`src/rtl/imm_gen_pipe.sv`:
```
// ARMv8 immediate generator: decodes B/CB/D/I/MOVZ fields from an instruction word and emits
// the extended immediate through a 1- or 2-stage valid/ready pipeline.
module imm_gen_pipe #(
  parameter int unsigned XLEN         = 64,
  parameter int unsigned STAGES       = 2,
  parameter int unsigned SHIFT_BRANCH = 1
) (
  input  logic            clk,
  input  logic            reset,
  input  logic            in_valid,
  output logic            in_ready,
  input  logic [31:0]     instr,
  output logic            out_valid,
  input  logic            out_ready,
  output logic [XLEN-1:0] imm,
  output logic [2:0]      fmt,
  output logic            illegal,
  output logic [15:0]     illegal_cnt
);

  typedef enum logic [2:0] {
    FmtNone = 3'd0,
    FmtB    = 3'd1,
    FmtCb   = 3'd2,
    FmtD    = 3'd3,
    FmtI    = 3'd4,
    FmtMov  = 3'd5
  } fmt_e;

  fmt_e        dec_fmt;
  logic        dec_ill;
  logic [25:0] dec_raw;
  logic [1:0]  dec_hw;

  always_comb begin
    dec_fmt = FmtNone;
    dec_raw = '0;
    dec_hw  = '0;
    if (instr[30:26] == 5'b00101) begin
      dec_fmt = FmtB;
      dec_raw = instr[25:0];
    end else if (instr[31:25] == 7'b1011010 || instr[31:24] == 8'b01010100) begin
      dec_fmt = FmtCb;
      dec_raw = {7'd0, instr[23:5]};
    end else if (instr[31:21] == 11'b11111000010 || instr[31:21] == 11'b11111000000) begin
      dec_fmt = FmtD;
      dec_raw = {17'd0, instr[20:12]};
    end else if (instr[31:22] == 10'b1001000100 || instr[31:22] == 10'b1101000100) begin
      dec_fmt = FmtI;
      dec_raw = {14'd0, instr[21:10]};
    end else if (instr[31:23] == 9'b110100101 && !(XLEN == 32 && instr[22])) begin
      // hw >= 2 would place the field entirely above bit 31 of a 32-bit result
      dec_fmt = FmtMov;
      dec_raw = {10'd0, instr[20:5]};
      dec_hw  = instr[22:21];
    end
    dec_ill = (dec_fmt == FmtNone);
  end

  function automatic logic [XLEN-1:0] extend(fmt_e f, logic [25:0] raw, logic [1:0] hw);
    logic [63:0] full;
    full = '0;
    case (f)
      FmtB: begin
        full = {{38{raw[25]}}, raw};
        if (SHIFT_BRANCH != 0) full = full << 2;
      end
      FmtCb: begin
        full = {{45{raw[18]}}, raw[18:0]};
        if (SHIFT_BRANCH != 0) full = full << 2;
      end
      FmtD:    full = {{55{raw[8]}}, raw[8:0]};
      FmtI:    full = {52'd0, raw[11:0]};
      FmtMov:  full = {48'd0, raw[15:0]} << {hw, 4'b0000};
      default: full = '0;
    endcase
    return full[XLEN-1:0];
  endfunction

  logic            out_valid_q;
  logic [XLEN-1:0] imm_q;
  fmt_e            fmt_q;
  logic            illegal_q;
  logic [15:0]     cnt_q;

  logic            ready_out;
  logic            ready_in;
  logic            st_valid;
  fmt_e            st_fmt;
  logic            st_ill;
  logic [XLEN-1:0] st_imm;

  assign ready_out = !out_valid_q || out_ready;
  assign in_ready  = ready_in && !reset;

  if (STAGES == 2) begin : g_two
    logic        v1_q;
    fmt_e        fmt1_q;
    logic        ill1_q;
    logic [25:0] raw1_q;
    logic [1:0]  hw1_q;

    always_ff @(posedge clk) begin
      if (reset) begin
        v1_q   <= 1'b0;
        fmt1_q <= FmtNone;
        ill1_q <= 1'b0;
        raw1_q <= '0;
        hw1_q  <= '0;
      end else if (ready_in) begin
        v1_q <= in_valid;
        if (in_valid) begin
          fmt1_q <= dec_fmt;
          ill1_q <= dec_ill;
          raw1_q <= dec_raw;
          hw1_q  <= dec_hw;
        end
      end
    end

    assign ready_in = !v1_q || ready_out;
    assign st_valid = v1_q;
    assign st_fmt   = fmt1_q;
    assign st_ill   = ill1_q;
    assign st_imm   = extend(fmt1_q, raw1_q, hw1_q);
  end else begin : g_one
    assign ready_in = ready_out;
    assign st_valid = in_valid;
    assign st_fmt   = dec_fmt;
    assign st_ill   = dec_ill;
    assign st_imm   = extend(dec_fmt, dec_raw, dec_hw);
  end

  // Output register only changes on a load, so a stalled result holds still
  always_ff @(posedge clk) begin
    if (reset) begin
      out_valid_q <= 1'b0;
      imm_q       <= '0;
      fmt_q       <= FmtNone;
      illegal_q   <= 1'b0;
    end else if (ready_out) begin
      out_valid_q <= st_valid;
      if (st_valid) begin
        imm_q     <= st_imm;
        fmt_q     <= st_fmt;
        illegal_q <= st_ill;
      end
    end
  end

  always_ff @(posedge clk) begin
    if (reset) begin
      cnt_q <= '0;
    end else if (in_valid && in_ready && dec_ill && cnt_q != 16'hFFFF) begin
      cnt_q <= cnt_q + 16'd1;
    end
  end

  assign out_valid   = out_valid_q;
  assign imm         = imm_q;
  assign fmt         = fmt_q;
  assign illegal     = illegal_q;
  assign illegal_cnt = cnt_q;

endmodule

```
`config.mk`:
```
export PLATFORM = sky130hd
export DESIGN_NAME = imm_gen_pipe
export DESIGN_NICKNAME = d
export VERILOG_FILES = /design/src/rtl/imm_gen_pipe.sv
export SDC_FILE = /design/constraint.sdc
export NUM_CORES = 1
export LEC_CHECK = 0
export CAP_MARGIN = 10
export CORE_ASPECT_RATIO = 0.8
export CORE_MARGIN = 3
export CORE_UTILIZATION = 45
export CTS_CLUSTER_DIAMETER = 30
export DETAILED_ROUTE_END_ITERATION = 8
export PLACE_DENSITY_LB_ADDON = 0.2
export SYNTH_ARGS = -nofsm -noshare
export SYNTH_HDL_FRONTEND = slang
export SYNTH_SLANG_ARGS = --single-unit
export TNS_END_PERCENT = 5
```
`constraint.sdc`:
```
create_clock -name clk -period 3.1 [get_ports clk]
set_input_delay 0.62 -clock clk [delete_from_list [all_inputs] [get_ports clk]]
set_output_delay 0.62 -clock clk [all_outputs]
set_load 0.02 [all_outputs]
```
==> results.sh, run 1 <==
export IMPL_start_util=0.475
export IMPL_root_buffer="clkbuf_16"
export IMPL_fmax_mhz=366
export IMPL_crit_chain="clkdlybuf4s50_1, nand2b_1, nor2_1, nor2_1, clkdlybuf4s50_1"
export IMPL_worst_ep_required_time_ns=2.48
export IMPL_final_cells=868
export IMPL_worstPathMaxFanout=5
export IMPL_cts_buffers=17
export IMPL_fin_skew_ns=0.00652
export IMPL_multi_input_area_mm2=0.00272
export IMPL_synth_cell_types=55
export IMPL_postCtsSetupBuffers=0
export IMPL_grt_total_usage=0.251
export IMPL_syn_inst=615
export IMPL_placementRows=34
export IMPL_power_switching_w=0.000881
export IMPL_dp_cells=838
export IMPL_slowest_delay_ns=0.61
export IMPL_p_clk_frac=0.533
export IMPL_hold_viol_final=0
export IMPL_final_common_cell="clkdlybuf4s50_1"
export IMPL_tightest_slew_ns=1.25
export IMPL_async_reset_ff_frac=0
export IMPL_clock_latency_ns=0.42
export IMPL_n_fill_cell=943
export IMPL_routed_wirelength_um=16700
export IMPL_layout_drive_gt1_share=0.0773
export IMPL_final_nets=750
export IMPL_die_area_mm2=0.0132
export IMPL_postRouteAntennaNets=0
export IMPL_io_pins=122
export IMPL_firstDrtPassIters=7
export IMPL_max_clock_path_buffers=2
export IMPL_synth_main_ff_cell="dfxtp_1"
export IMPL_fp_coreArea_mm2=0.0112
export IMPL_via_per_inst=6.33
export IMPL_avgSynthCellArea_um2=8.68
export IMPL_hp_class="reg2reg"
export IMPL_htree_levels=4
export IMPL_crit_path_start_kind="primary input"
export IMPL_clkTransAtPathRegs_ns=0.05
export IMPL_ff_latch_area_mm2=0.00236
export IMPL_ys_warn_count=0
export IMPL_end_kind="output port"
export IMPL_drtIter0Drc=750
export IMPL_antenna_found_initial=0
export IMPL_synth_edff_count=0
export IMPL_critPathArrivalTime_ns=2.11
export IMPL_cts_tree="yes"
export IMPL_outcome="complete, no violations"
export IMPL_p_leak_nw=2.52
export IMPL_p_per_area_mw_per_mm2=552
export IMPL_combPwrFrac=0.071
export IMPL_synth_net_count=652
export IMPL_cts_hold_buf=0
export IMPL_grt_pass1_wl_um=26400
export IMPL_post_route_util=0.648
export IMPL_grt_overflow_total=0
export IMPL_drv_slew=0
export IMPL_crit_type="in2out"
export IMPL_internal_power_w=0.00313
export IMPL_pwr_share_seq=0.397
export IMPL_rsz0062_at_grt="no"
export IMPL_max_vdd_ir_drop_v=0.000384
export IMPL_place_congestion=0.932
export IMPL_syn_to_final_growth_pct=36.3
export IMPL_synth_area_mm2=0.00534
export IMPL_avgRoutedWirePerCell_um=19.3
export IMPL_ys_seq_area_frac=0.443
export IMPL_p_sw_frac=0.220
export IMPL_port_buffer_count=121
export IMPL_drv_cap=0
export IMPL_slew_headroom=0.164
export IMPL_dieHeight_um=103
export IMPL_die_w_um=128
export IMPL_drc=0
export IMPL_setup_viol=0
export IMPL_final_cell_mix="clkdlybuf4s50_1, dfxtp_1, nor2_1, a2bb2oi_1, a21oi_1"
export IMPL_dp_hpwl_um=11200
export IMPL_antenna_cells=0
export IMPL_finalCriticalPeriod_ns=2.73
export IMPL_grt_max_degree=124
export IMPL_vias=5493
export IMPL_min_period_over_period=0.881
export IMPL_synth_seq_cells=118
export IMPL_grt_pass1_vias=4995
export IMPL_cts_sinks=118
export IMPL_slowest_stage="clkdlybuf4s50_1"
export IMPL_cts_resized=0
export IMPL_fin_setup_tns_ns=0
-- flip-flops by register name (all words and copies together), names as in the netlist --
signal	count
illegal	1
g_two.ill1_q	1
fmt	3
out_valid	1
g_two.hw1_q	2
imm	64
g_two.raw1_q	26
illegal_cnt	16
g_two.v1_q	1
g_two.fmt1_q	3
-- worst max-delay path, delay by kind of cell --
| family | cells | cell delay (ns) |
|---|---|---|
| buffers and inverters | 2 | 1.08 |
| and+or+nand+nor | 3 | 0.41 |
-- synthesized netlist by cell type, drive strengths merged, types with 5 or more instances --
master	number	area (um^2)
clkbuf	49	184
o22ai	12	75.1
a222oi	6	60.1
nand2	27	101
o31ai	8	60.1
nor2	84	315
buf	11	61.3
a2bb2oi	50	438
nor2b	17	106
a21oi	41	205
or4	8	60.1
a31oi	16	100
and3	5	31.3
a21o	9	67.6
o21ai	12	60.1
nand4	5	31.3
a221oi	37	324
a22oi	9	67.6
nor3	26	130
nand3	9	45.0
or3	5	31.3
inv	5	18.8
dfxtp	118	2360
-- per-layer routing --
layer | GRT usage | wire length [um] | vias up
met4 | 0.0775 | 283 | 0
met3 | 0.0441 | 1540 | 32
li1 | - | - | 2543
met2 | 0.393 | 7560 | 299
met5 | 0 | 0 | -
met1 | 0.357 | 7340 | 2619
-- final timing paths --
path / start / to / slack [ns] / cells past startpoint
setup reg to reg: g_two.fmt1_q[1]$_SDFFE_PP0P_ / imm[23]$_SDFFE_PP0P_ / 0.85 / 6
hold / removal: g_two.ill1_q$_SDFFE_PP0P_ / illegal$_SDFFE_PP0P_ / 0.46 / 2
setup / recovery: out_ready / in_ready / 0.37 / 5
hold reg to reg: g_two.ill1_q$_SDFFE_PP0P_ / illegal$_SDFFE_PP0P_ / 0.46 / 2
-- area by class of cell --
type                    count  area share
clock buffers              23      0.0698
clock inverters             7      0.0194
inverters                   5     0.00258
well taps                 144      0.0248
repair buffers            139       0.185
multi-input cells         432       0.374
flip-flops and latches    118       0.325
-- metrics by stage --
stage	setup slack [ns]	total power [W]	hold WS, ns	instance area, um^2
floorplan	0.728	0.00177	0.432	5340
global placement	0.127	0.00189	0.440	6630
detailed placement	0.0408	0.00190	0.450	6630
CTS	0.369	0.00402	0.458	7270
global route	0.303	0.00412	0.490	7270
finish	0.370	0.00401	0.458	7270
-- power groups by stage --
stage	Sequential, W	Clock, W	Combinational (W)
after floorplan	0.00160	0	0.000167
after CTS	0.00159	0.00215	0.000279
after detailed placement	0.00162	0	0.000278
after global routing	0.00159	0.00222	0.000306
after global placement	0.00162	0	0.000273
final	0.00159	0.00214	0.000283
-- cells by family after synthesis --
kind of cell | share of synthesized area
AND/OR/NAND/NOR | 0.207
AO/OA/AOI/OAI | 0.289
flip-flops | 0.443
buffers and inverters | 0.0495
multiplexers | 0.00820
XOR/XNOR | 0.00164
adder cells (fa/ha/maj) | 0.00234
Power figures use the tool's default switching activity.
==> inputs of run 2 (changes only) <==
--- a/config.mk
+++ b/config.mk
@@ -9,6 +9,7 @@
 export CORE_ASPECT_RATIO = 0.8
 export CORE_MARGIN = 3
 export CORE_UTILIZATION = 45
+export CTS_BUF_LIST = sky130_fd_sc_hd__clkbuf_2
 export CTS_CLUSTER_DIAMETER = 30
 export DETAILED_ROUTE_END_ITERATION = 8
 export PLACE_DENSITY_LB_ADDON = 0.2
==> results.sh, run 2 (synthesis gave the netlist of run 1 again) <==
export IMPL_cts_hold_buf=0
export IMPL_drv_cap=0
export IMPL_place_congestion=0.932
export IMPL_drv_slew=0
export IMPL_worst_ep_required_time_ns=2.48
export IMPL_hold_depth=2
export IMPL_worstPathMaxFanout=5
export IMPL_die_area_mm2=0.0132
export IMPL_die_w_um=128
export IMPL_outcome="complete, no violations"
export IMPL_root_buffer="clkbuf_2"
export IMPL_p_leak_nw=2.35
export IMPL_hp_class="reg2reg"
export IMPL_grt_total_usage=0.245
export IMPL_grt_pass1_wl_um=25700
export IMPL_tightest_slew_ns=1.27
export IMPL_grt_max_degree=124
export IMPL_fin_skew_ns=0.0340
export IMPL_dieHeight_um=103
export IMPL_dpl_instance_area_mm2=0.00663
export IMPL_rsz0062_at_grt="no"
export IMPL_vias=5462
export IMPL_firstDrtPassIters=8
export IMPL_avgRoutedWirePerCell_um=19.1
export IMPL_port_buffer_count=121
export IMPL_htree_levels=4
export IMPL_hold_slack_ns=0.475
export IMPL_cts_sinks=118
export IMPL_final_cells=868
export IMPL_critPathArrivalTime_ns=2.09
export IMPL_final_cell_mix="clkdlybuf4s50_1, dfxtp_1, nor2_1, a2bb2oi_1, a21oi_1"
export IMPL_clkTransAtPathRegs_ns=0.16
export IMPL_r2r_slack_ns=0.82
export IMPL_clock_latency_ns=0.68
export IMPL_dp_cells=838
export IMPL_postRouteAntennaNets=0
export IMPL_antenna_cells=0
export IMPL_final_common_cell="clkdlybuf4s50_1"
export IMPL_holdPathEnd="illegal$_SDFFE_PP0P_"
export IMPL_routed_wirelength_um=16500
export IMPL_via_per_inst=6.29
export IMPL_crit_reg2reg_launch="g_two.fmt1_q[1]$_SDFFE_PP0P_"
export IMPL_crit_type="in2out"
export IMPL_slew_headroom=0.153
export IMPL_postCtsSetupBuffers=0
export IMPL_max_clock_path_buffers=2
export IMPL_dp_hpwl_um=11200
export IMPL_placementRows=34
export IMPL_cts_tree="yes"
export IMPL_cts_resized=0
export IMPL_grt_pass1_vias=4883
export IMPL_r2r_end="imm[23]$_SDFFE_PP0P_"
export IMPL_antenna_found_initial=0
export IMPL_largest_reg_flops=64
export IMPL_setup_viol=0
export IMPL_crit_path_start_kind="primary input"
export IMPL_min_from="g_two.ill1_q$_SDFFE_PP0P_"
export IMPL_p_per_area_mw_per_mm2=430
export IMPL_end_kind="output port"
export IMPL_stdcell_area_mm2=0.00687
export IMPL_syn_to_final_growth_pct=28.8
export IMPL_hold_viol_final=0
export IMPL_drc=0
export IMPL_min_period_over_period=0.876
export IMPL_fmax_mhz=368
export IMPL_fin_setup_tns_ns=0
export IMPL_final_nets=750
export IMPL_ff2ff_path_depth=6
export IMPL_max_vdd_ir_drop_v=0.000217
export IMPL_io_pins=122
export IMPL_start_util=0.475
export IMPL_cts_buffers=17
export IMPL_drtIter0Drc=777
export IMPL_fp_coreArea_mm2=0.0112
export IMPL_grt_overflow_total=0
export IMPL_finalCriticalPeriod_ns=2.71
export IMPL_layout_drive_gt1_share=0.0691
[run 2: cell count changes in the layout (fill, tap and decap cells not counted)]
cell and change:
clkbuf_16 -17, clkbuf_2 +17, clkbuf_8 -6, clkinv_1 +6
[run 2: final cells by class]
type | count | area (um^2)
Sequential cell | 118 | 2360
Multi-Input combinational cell | 432 | 2720
Tap cell | 144 | 180
Fill cell | 1001 | 4360
Timing Repair Buffer | 139 | 1340
Clock inverter | 13 | 164
Inverter | 5 | 18.8
Clock buffer | 17 | 85.1
[run 2: worst max-delay path by stage]
stage / start / endpoint / slack, ns / depth (start not counted)
6_report: out_ready / in_ready / 0.39 / 5
3_5_place_dp: instr[24] / illegal_cnt[5]$_SDFFE_PP0P_ / 0.04 / 6
2_1_floorplan: instr[26] / illegal_cnt[8]$_SDFFE_PP0P_ / 0.73 / 6
4_1_cts: out_ready / in_ready / 0.38 / 5
3_3_place_gp: instr[24] / illegal_cnt[5]$_SDFFE_PP0P_ / 0.13 / 6
5_1_grt: out_ready / in_ready / 0.31 / 5
[run 2: per-stage QoR]
stage / setup slack, ns / total power [W] / utilization
after floorplan: 0.728 / 0.00177 / -
after global placement: 0.127 / 0.00189 / 0.590
after detailed placement: 0.0408 / 0.00190 / 0.590
after CTS: 0.382 / 0.00295 / 0.612
after global routing: 0.310 / 0.00306 / 0.612
final: 0.386 / 0.00295 / 0.612
[run 2: critical path, stage by stage]
cell and delay, ns:
clkdlybuf4s50_1 0.47, nand2b_1 0.21, nor2_1 0.10, nor2_1 0.09, clkdlybuf4s50_1 0.60
[run 2: metal layers]
metal  part of all wire  GRT usage  vias to the layer above
met3               0.10     0.0580                       24
met2               0.44      0.377                      315
li1                   -          -                     2531
met4              0.012     0.0530                        0
met5                  0          0                        -
met1               0.44      0.353                     2592
[run 2: power breakdown]
| part | leakage [nW] | switching (W) | internal, W | total (W) |
|---|---|---|---|---|
| logic | 1.25 | 0.000157 | 0.000126 | 0.000283 |
| registers | 0.955 | 0.0000504 | 0.00154 | 0.00159 |
| clock network | 0.145 | 0.000573 | 0.000505 | 0.00108 |
| total | 2.35 | 0.000780 | 0.00217 | 0.00295 |
==> inputs of run 3 (changes only) <==
--- a/config.mk
+++ b/config.mk
@@ -7,7 +7,7 @@
 export LEC_CHECK = 0
 export CAP_MARGIN = 10
 export CORE_ASPECT_RATIO = 0.8
-export CORE_MARGIN = 3
+export CORE_MARGIN = 4
 export CORE_UTILIZATION = 45
 export CTS_BUF_LIST = sky130_fd_sc_hd__clkbuf_2
 export CTS_CLUSTER_DIAMETER = 30
==> results.sh, run 3 (synthesis gave the netlist of run 1 again) <==
export IMPL_outcome="complete, no violations"
export IMPL_hp_class="reg2reg"
export IMPL_hold_viol_final=0
export IMPL_cts_buffers=17
export IMPL_firstDrtPassIters=9
export IMPL_htree_levels=4
export IMPL_clock_latency_ns=0.63
export IMPL_dr_wl_met3_um=1380
export IMPL_tightest_slew_ns=0.851
export IMPL_grt_pass1_vias=5063
export IMPL_grt_max_degree=84
export IMPL_setup_viol=0
export IMPL_crit_type="in2out"
export IMPL_r2r_slack_ns=0.85
export IMPL_rsz0062_at_grt="no"
export IMPL_crit_path_start_kind="primary input"
export IMPL_min_period_over_period=0.878
export IMPL_postRouteAntennaNets=0
export IMPL_cts_resized=0
export IMPL_grt_overflow_total=0
export IMPL_final_cells=874
export IMPL_min_from="g_two.ill1_q$_SDFFE_PP0P_"
export IMPL_top_layer_used="met4"
export IMPL_fin_setup_tns_ns=0
export IMPL_start_util=0.462
export IMPL_stdcell_area_mm2=0.00687
export IMPL_p_leak_nw=2.36
export IMPL_p_per_area_mw_per_mm2=407
export IMPL_die_w_um=130
export IMPL_critPathArrivalTime_ns=2.10
export IMPL_hold_depth=2
export IMPL_dpl_instance_area_mm2=0.00666
export IMPL_drtIter0Drc=605
export IMPL_grt_pass1_wl_um=26800
export IMPL_met1_length_um=7650
export IMPL_holdPathEnd="g_two.ill1_q$_SDFFE_PP0P_"
export IMPL_power_total_w=0.00280
export IMPL_cts_sinks=118
export IMPL_place_congestion=0.891
export IMPL_final_nets=750
export IMPL_end_kind="output port"
export IMPL_ff2ff_path_depth=5
export IMPL_worstPathMaxFanout=5
export IMPL_antenna_found_initial=0
export IMPL_fmax_mhz=367
export IMPL_port_buffer_count=121
export IMPL_n_fill_cell=1063
export IMPL_worst_ep_required_time_ns=2.48
export IMPL_syn_to_final_growth_pct=28.6
export IMPL_postCtsSetupBuffers=0
export IMPL_dp_cells=842
export IMPL_dieHeight_um=105
export IMPL_root_buffer="clkbuf_2"
export IMPL_fin_skew_ns=0.0323
export IMPL_layout_drive_gt1_share=0.0771
export IMPL_vias=5416
export IMPL_final_common_cell="clkdlybuf4s50_1"
export IMPL_crit_reg2reg_launch="g_two.v1_q$_SDFFE_PP0N_"
export IMPL_drc=0
export IMPL_max_clock_path_buffers=2
export IMPL_max_vdd_ir_drop_v=0.000201
export IMPL_antenna_cells=0
export IMPL_r2r_end="illegal_cnt[10]$_SDFFE_PP0P_"
export IMPL_clkTransAtPathRegs_ns=0.16
export IMPL_dp_hpwl_um=11500
export IMPL_via_per_inst=6.20
export IMPL_cts_tree="yes"
export IMPL_cts_hold_buf=0
export IMPL_slew_headroom=0.433
export IMPL_routed_wirelength_um=16700
export IMPL_final_cell_mix="clkdlybuf4s50_1, dfxtp_1, nor2_1, a2bb2oi_1, a21oi_1"
export IMPL_grt_total_usage=0.241
export IMPL_io_pins=122
export IMPL_die_area_mm2=0.0137
export IMPL_hold_slack_ns=0.475
export IMPL_drv_slew=0
export IMPL_wl_met2_um=7540
export IMPL_finalCriticalPeriod_ns=2.72
export IMPL_fp_coreArea_mm2=0.0116
export IMPL_drv_cap=0
export IMPL_largest_reg_flops=64
export IMPL_avgRoutedWirePerCell_um=19.1
export IMPL_placementRows=35
==> run 3: changes by cell type in the layout (fill, tap and decap cells not counted) <==
| cell | change |
|---|---|
| clkinv_2 | +6 |
| clkinv_1 | -4 |
| clkbuf_2 | +3 |
| buf_12 | +2 |
| buf_4 | -2 |
| bufinv_16 | -2 |
| clkinvlp_4 | -1 |
==> run 3: worst max-delay path, stage by stage <==
cell and delay, ns:
clkdlybuf4s50_1 0.47, nand2b_1 0.22, nor2_1 0.10, nor2_1 0.09
clkdlybuf4s50_1 0.60
==> run 3: layer usage <==
| metal | global-route usage | vias up |
|---|---|---|
| li1 | - | 2539 |
| met1 | 0.351 | 2627 |
| met2 | 0.360 | 238 |
| met3 | 0.0648 | 12 |
| met4 | 0.0497 | 0 |
| met5 | 0 | - |
==> run 3: layout make-up <==
cell class                 count  area, um^2  area share
tap                          148         185      0.0270
sequential                   118        2360       0.344
timing repair buffer         139        1370       0.199
inverter                       5        18.8     0.00273
clock inverter                12         111      0.0162
multi-input combinational    432        2720       0.396
clock buffer                  20         100      0.0146
==> run 3: worst max-delay path by stage <==
stage	endpoint	from	slack, ns
floorplan	illegal_cnt[8]$_SDFFE_PP0P_	instr[26]	0.73
finish	in_ready	out_ready	0.38
CTS	in_ready	out_ready	0.36
detailed placement	illegal_cnt[6]$_SDFFE_PP0P_	instr[24]	0.03
global placement	illegal_cnt[5]$_SDFFE_PP0P_	instr[24]	0.13
global route	in_ready	out_ready	0.33
==> run 3: metrics by stage <==
step           setup slack [ns]  utilization
2_1_floorplan             0.728            -
3_3_place_gp              0.126        0.576
3_5_place_dp             0.0337        0.576
4_1_cts                   0.361        0.594
5_1_grt                   0.325        0.594
6_report                  0.377        0.594
==> run 3: where the power goes <==
group	internal [W]	leakage [nW]	switching [W]	total, W
sequential	0.00154	0.955	0.0000498	0.00159
combinational	0.000128	1.26	0.000156	0.000284
clock	0.000365	0.146	0.000557	0.000922
total	0.00203	2.36	0.000763	0.00280
